[src/rtl/swap_datapath.sv]
// Three-register swap datapath sharing one internal bus, with bus
// contention/float detection, an external write port and a swap counter.
module swap_datapath #(
  parameter int WIDTH = 8
) (
  input  logic             clk,
  input  logic             reset,
  input  logic             c1,
  input  logic             c2,
  input  logic             c3,
  input  logic             h1,
  input  logic             h2,
  input  logic             h3,
  input  logic             done,
  input  logic             ext_load,
  input  logic [1:0]       ext_sel,
  input  logic [WIDTH-1:0] ext_data,
  output logic [WIDTH-1:0] r1_q,
  output logic [WIDTH-1:0] r2_q,
  output logic [WIDTH-1:0] r3_q,
  output logic [WIDTH-1:0] bus,
  output logic             bus_err,
  output logic             float_err,
  output logic             ext_drop,
  output logic [7:0]       swap_count,
  output logic             result_valid
);

  logic [WIDTH-1:0] r1_d, r2_d, r3_d;
  logic             bus_err_q, bus_err_d;
  logic             float_err_q, float_err_d;
  logic             ext_drop_q, ext_drop_d;
  logic [7:0]       swap_count_q, swap_count_d;
  logic             result_valid_q, result_valid_d;

  logic [1:0]       h_cnt;
  logic             contention;
  logic             floating;
  logic             cap_ok;
  logic             sel1, sel2, sel3;

  assign bus_err      = bus_err_q;
  assign float_err    = float_err_q;
  assign ext_drop     = ext_drop_q;
  assign swap_count   = swap_count_q;
  assign result_valid = result_valid_q;

  always_comb begin
    h_cnt = {1'b0, h1} + {1'b0, h2} + {1'b0, h3};
    case ({h3, h2, h1})
      3'b001:  bus = r1_q;
      3'b010:  bus = r2_q;
      3'b100:  bus = r3_q;
      default: bus = '0;
    endcase
    contention = (h_cnt >= 2'd2);
    floating   = (c1 | c2 | c3) && (h_cnt == 2'd0);
    cap_ok     = !contention && !floating;

    sel1 = ext_load && (ext_sel == 2'd1);
    sel2 = ext_load && (ext_sel == 2'd2);
    sel3 = ext_load && (ext_sel == 2'd3);

    // A high capture enable owns its register even when suppressed,
    // so an external write to it is lost.
    r1_d = r1_q;
    if (c1) begin
      if (cap_ok) r1_d = bus;
    end else if (sel1) begin
      r1_d = ext_data;
    end

    r2_d = r2_q;
    if (c2) begin
      if (cap_ok) r2_d = bus;
    end else if (sel2) begin
      r2_d = ext_data;
    end

    r3_d = r3_q;
    if (c3) begin
      if (cap_ok) r3_d = bus;
    end else if (sel3) begin
      r3_d = ext_data;
    end

    ext_drop_d     = (sel1 && c1) || (sel2 && c2) || (sel3 && c3);
    bus_err_d      = bus_err_q | contention;
    float_err_d    = float_err_q | floating;
    swap_count_d   = swap_count_q + {7'd0, done};
    result_valid_d = done;
  end

  always_ff @(posedge clk) begin
    if (reset) begin
      r1_q           <= '0;
      r2_q           <= '0;
      r3_q           <= '0;
      bus_err_q      <= 1'b0;
      float_err_q    <= 1'b0;
      ext_drop_q     <= 1'b0;
      swap_count_q   <= 8'd0;
      result_valid_q <= 1'b0;
    end else begin
      r1_q           <= r1_d;
      r2_q           <= r2_d;
      r3_q           <= r3_d;
      bus_err_q      <= bus_err_d;
      float_err_q    <= float_err_d;
      ext_drop_q     <= ext_drop_d;
      swap_count_q   <= swap_count_d;
      result_valid_q <= result_valid_d;
    end
  end

endmodule

[config.mk]
export PLATFORM = sky130hd
export DESIGN_NAME = swap_datapath
export DESIGN_NICKNAME = d
export VERILOG_FILES = /design/src/rtl/swap_datapath.sv
export SDC_FILE = /design/constraint.sdc
export NUM_CORES = 1
export LEC_CHECK = 0
export ABC_AREA = 1
export BUFFER_PORTS_ARGS = -buffer_cell sky130_fd_sc_hd__buf_2
export CAP_MARGIN = 40
export CORE_ASPECT_RATIO = 0.5
export CORE_UTILIZATION = 30
export DETAILED_ROUTE_END_ITERATION = 6
export SKIP_CTS_REPAIR_TIMING = 1
export SLEW_MARGIN = 30
export SYNTH_ARGS = -nofsm -noshare
export SYNTH_HDL_FRONTEND = slang
export SYNTH_SLANG_ARGS = --single-unit
[constraint.sdc]
create_clock -name clk -period 3.35 [get_ports clk]
set_clock_uncertainty 0.15 [all_clocks]
set_input_delay 0.67 -clock clk [delete_from_list [all_inputs] [get_ports clk]]
set_output_delay 0.67 -clock clk [all_outputs]
set_load 0.05 [all_outputs]
## Word-level counts from Yosys, hierarchy flattened

Cells that the tools add are included.

| word-level totals | value |
|---|---|
| register bits | 36 |
| output and inout bits | 44 |
| word-level logic and storage cells | 52 |

| operators by class | value |
|---|---|
| add/sub/neg operators | 3 |
| order comparisons | 1 |
| equal/unequal tests | 9 |
| multiplexer cells | 8 |
| bitwise gates (word level) | 4 |
| reduce and logical (&&, ||, !) cells | 19 |

Operator list:

| cell | number |
|---|---|
| 8-bit two-way mux | 7 |
| 8-bit one-hot mux with 3 select lines | 1 |
| 8-bit by 1-bit adder with 8-bit output | 1 |
| 1-bit logical AND | 8 |
| 2-bit by 1-bit != test with 1-bit output (second input constant) | 3 |
| 2-bit AND reduction | 3 |
| 2-bit nonzero test | 3 |
| 2-bit equality test (second input constant) | 2 |
| 1-bit bitwise OR | 4 |
| 3-bit by 1-bit equality test with 1-bit output (second input constant) | 1 |
| 3-bit by 2-bit equality test with 1-bit output (second input constant) | 1 |
| 3-bit equality test (second input constant) | 1 |
| 1-bit by 1-bit adder with 2-bit output | 1 |
| 2-bit by 1-bit adder with 2-bit output | 1 |
| 2-bit by 1-bit equality test with 1-bit output (second input constant) | 1 |
| 2-bit greater-or-equal comparator (second input constant) | 1 |
| 1-bit logical NOT | 2 |
| 2-bit logical NOT | 1 |
| 1-bit logical OR | 2 |

## Longest topological paths before layout

| logic depth | value |
|---|---|
| depth after elaboration | 8 |
| mapped depth | 11 |

## Worst setup path before layout

Ideal clock, no wire load.

| timing | value |
|---|---|
| kind | input to register |
| from | in h3 |
| to | reg r3_q[0] |
| library setup time | 0.120 ns |
| data arrival time | 2.324 ns |
| slack | 0.756 ns |
| stages on the path | 10 |
| buffers on the path | 2 |
| cell sequence | buf_2 clkinv_1 fa_1 inv_1 nand3_1 o21a_1 buf_2 inv_2 o21ai_0 a21oi_1 |

| between the ends | value |
|---|---|
| cells in the longest elaborated chain, start to end | 7 |
| elaborated cells between the ends (all ways) | 15 |

RTL lines:

| item | line | text |
|---|---|---|
| start, declared | 13 | `input logic h3,` |
| branches (longest 7 deep; another with 2-bit by 1-bit adder with 2-bit output) | n/a |  |
| end signal, assigned | 107 | `r3_q <= r3_d;` |
| end, declared | 20 | `output logic [WIDTH-1:0] r3_q,` |

Several ways; the timed one is not identified. The select of a mux whose other input is x is not followed.
A chain may end at the register's enable or synchronous reset.

## Final worst setup path

| timing | value |
|---|---|
| from | in h1 |
| to | out bus[2] |

| between the ends | value |
|---|---|
| cells in the longest elaborated chain, start to end | 2 |
| elaborated cells between the ends (all ways) | 4 |

RTL lines:

| item | line | text |
|---|---|---|
| start, declared | 11 | `input logic h1,` |
| 3-bit equality test (tied with other cells) | 50 | `case ({h3, h2, h1})` |
| 8-bit one-hot mux with 3 select lines * | 50 |  |
| end, declared | 21 | `output logic [WIDTH-1:0] bus,` |

Every way passes the cells marked *; elsewhere a longest branch is shown, timed or not.

==> flow_metrics.env <==
export IMPL_fmax_ghz=0.3721
export IMPL_coreArea_um2=6156
export IMPL_ys_ff_latch=36
export IMPL_ff2ff_path_depth=8
export IMPL_dp_hpwl_um=4241
export IMPL_route_final_wire_length_um=6078
export IMPL_worst_hold_startpoint="bus_err"
export IMPL_worst_setup_ep_type="output pin"
export IMPL_grt_max_degree=20
export IMPL_routabilityCongestion=0.8616
export IMPL_min_delay_path_class="reg -> reg"
export IMPL_vdd_drop_max_v=0.0001947
export IMPL_wl_per_cell_um=14.27
export IMPL_io_pin_count=64
export IMPL_holdPathEnd="bus_err"
export IMPL_clkSlewWorstSetupHoldPaths_ns=0.06
export IMPL_cts_buffers=5
export IMPL_synth_seq_area_share_pct=37.19
export IMPL_synthesis_instances=278
export IMPL_tritoncts_num_sinks=36
export IMPL_clk_latency_ns=0.28
export IMPL_setup_violations_final=0
export IMPL_floorplan_initialDensity_pct=31.48
export IMPL_placement_rows=20
export IMPL_run_status="finished, final reports clean"
export IMPL_multi_input_comb_area_um2=1040
export IMPL_cts_buffer_depth=2
export IMPL_synth_cell_area_um2=1938
export IMPL_finish_net_count=360
export IMPL_initialDrtViolationCount=201
export IMPL_fillCellCount=666
export IMPL_port_buffers=63
export IMPL_r2r_setup_slack_ns=1.82
export IMPL_worstPathArrival_ns=1.87
export IMPL_maxSlewHeadroom_pct=64.92
export IMPL_fin_tns_setup_ns=0
export IMPL_hold_viol_final=0
export IMPL_static_leak_nw=1.233
export IMPL_power_per_cell_area_nw_per_um2=527.2
export IMPL_timing_worst_setup_path_type="in -> out"
export IMPL_grt_antenna_before_repair=0
export IMPL_numPlacedInstances=418
export IMPL_via_count_of_the_first_global_routing_pass=2026
export IMPL_count_of_antenna_diodes_in_the_layout=0
export IMPL_max_cap_viol_count=0
export IMPL_syn_to_final_growth_pct=27.82
export IMPL_root_buffer="sky130_fd_sc_hd__clkbuf_16"
export IMPL_first_pass_iters=5
export IMPL_hold_critical_path_depth=2
export IMPL_globalRouteOverflowTotal=0
export IMPL_timing_final_crit_period_ns=2.688
export IMPL_route_vias_total=2215
export IMPL_fin_cells=426
export IMPL_die_area_um2=6805
export IMPL_detail_route_antenna_nets=0
export IMPL_slew_viol_final=0
export IMPL_chipHeight_um=58.84
export IMPL_grt_pass1_wl_um=9894
export IMPL_worst_slew_pin_transition_ns=0.5256
export IMPL_fin_crit_sh_pct=80.23
export IMPL_cts_tree="built"
export IMPL_drc=0
export IMPL_cp_data_required_time_ns=2.53
export IMPL_r2r_start="swap_count[0]"
export IMPL_synthesis_warning_total=0
export IMPL_worst_setup_path_start_kind="primary input"
export IMPL_layout_cell_share_with_drive_strength_beyond_1_pct=24.85
export IMPL_r2r_end="swap_count[7]"
export IMPL_die_width_um=115.7
export IMPL_clock_tree_htree_level_count=2
export IMPL_grtUsageTotal_pct=19.08
export IMPL_crit_path_max_fanout=11
export IMPL_utilization_pct=40.24
export IMPL_synth_avg_cell_area_um2=6.972
export IMPL_ff_latch_area_um2=720.7
export IMPL_mappedNetlistNets=301
export IMPL_synth_cell_types=26
export IMPL_rsz0062_at_grt="false"
export IMPL_post_drt_via_cell_ratio=5.200
-- sequential cells by signal, summed over array words and instances (netlist names) --
| register | count |
|---|---|
| bus_err | 1 |
| swap_count | 8 |
| r2_q | 8 |
| r3_q | 8 |
| float_err | 1 |
| ext_drop | 1 |
| r1_q | 8 |
| result_valid | 1 |
-- worst max-delay path: stages --
cell	delay, ns
sky130_fd_sc_hd__buf_2	0.19
sky130_fd_sc_hd__nor3_4	0.41
sky130_fd_sc_hd__nand2_1	0.17
sky130_fd_sc_hd__nand3_1	0.14
sky130_fd_sc_hd__buf_2	0.28
-- cell usage after synthesis, drive strengths merged --
library cell / instances / share of area (%)
o21ai: 21 / 5.6
nor2: 19 / 4.1
nand3b: 2 / 0.77
clkinv: 2 / 0.39
o21a: 1 / 0.39
fa: 1 / 1.0
o22ai: 1 / 0.32
nand4: 25 / 8.4
inv: 29 / 5.6
dfxtp: 36 / 37
nor3: 3 / 1.4
o31ai: 3 / 1.2
ha: 2 / 1.3
nand3: 29 / 9.0
buf: 10 / 2.8
nand2: 55 / 11
a21oi: 37 / 9.6
clkbuf: 2 / 0.39
-- worst max-delay path by stage --
stage,startpoint,slack [ns],endpoint,depth (start not counted)
floorplan,h3,0.76,r3_q[0],10
global placement,h1,0.63,r3_q[1],9
detailed placement,h1,0.53,r3_q[1],9
CTS,h1,0.66,bus[7],5
global route,h1,0.56,r3_q[0],9
finish,h1,0.66,bus[2],5
-- final cells by class --
| type | count | area share (%) |
|---|---|---|
| clock inverter | 3 | 1.717 |
| timing repair buffer | 64 | 13.03 |
| tap | 88 | 4.444 |
| multi-input combinational | 199 | 41.97 |
| inverter | 31 | 4.697 |
| sequential | 36 | 29.09 |
| clock buffer | 5 | 5.050 |
-- metal layers --
layer / vias to the layer above / global-route usage, % / share of wire [%]
li1: 1073 / - / -
met1: 1034 / 25.71 / 45
met2: 88 / 28.91 / 46
met3: 20 / 4.737 / 6.7
met4: 0 / 8.974 / 2.8
met5: - / 0 / 0
-- power breakdown --
part	switching, mW	internal, mW	total [mW]
sequential	0.0213	0.456	0.478
combinational	0.222	0.0711	0.293
clock	0.186	0.349	0.535
-- per-stage QoR --
stage / total power, mW / setup WS, ns / area (um2) / hold slack [ns]
global route: 1.368 / 0.5572 / 2477 / 0.3353
CTS: 1.315 / 0.6574 / 2477 / 0.3080
detailed placement: 0.7786 / 0.5272 / 2310 / 0.2981
floorplan: 0.7005 / 0.7563 / 1938 / 0.5144
finish: 1.306 / 0.6623 / 2477 / 0.3046
global placement: 0.7749 / 0.6317 / 2310 / 0.2917
-- cells in the final DEF (no fill, tap or decap), types with 2 or more instances in the layout --
master,Yosys,routed
sky130_fd_sc_hd__o21ai_0,20,20
sky130_fd_sc_hd__nand3_2,6,6
sky130_fd_sc_hd__clkbuf_16,0,5
sky130_fd_sc_hd__nor2_1,18,18
sky130_fd_sc_hd__a21oi_1,37,37
sky130_fd_sc_hd__nor3_1,2,2
sky130_fd_sc_hd__o31ai_1,3,3
sky130_fd_sc_hd__buf_2,7,63
sky130_fd_sc_hd__nand3_1,23,23
sky130_fd_sc_hd__nand3b_1,2,2
sky130_fd_sc_hd__ha_1,2,2
sky130_fd_sc_hd__nand2_1,55,55
sky130_fd_sc_hd__dfxtp_1,36,36
sky130_fd_sc_hd__clkinv_1,2,2
sky130_fd_sc_hd__inv_2,2,2
sky130_fd_sc_hd__nand4_1,24,24
sky130_fd_sc_hd__inv_1,27,27
-- cell families (layout without fill, tap and decap cells) --
family | after synthesis | in the layout | synth area share [%]
simple gates | 133 | 133 | 34.28
buf+inv | 43 | 103 | 9.167
compound gates | 63 | 63 | 17.04
fa+ha+maj | 3 | 3 | 2.324
flops | 36 | 36 | 37.19
Note: power is estimated with default switching activity, not from simulation.
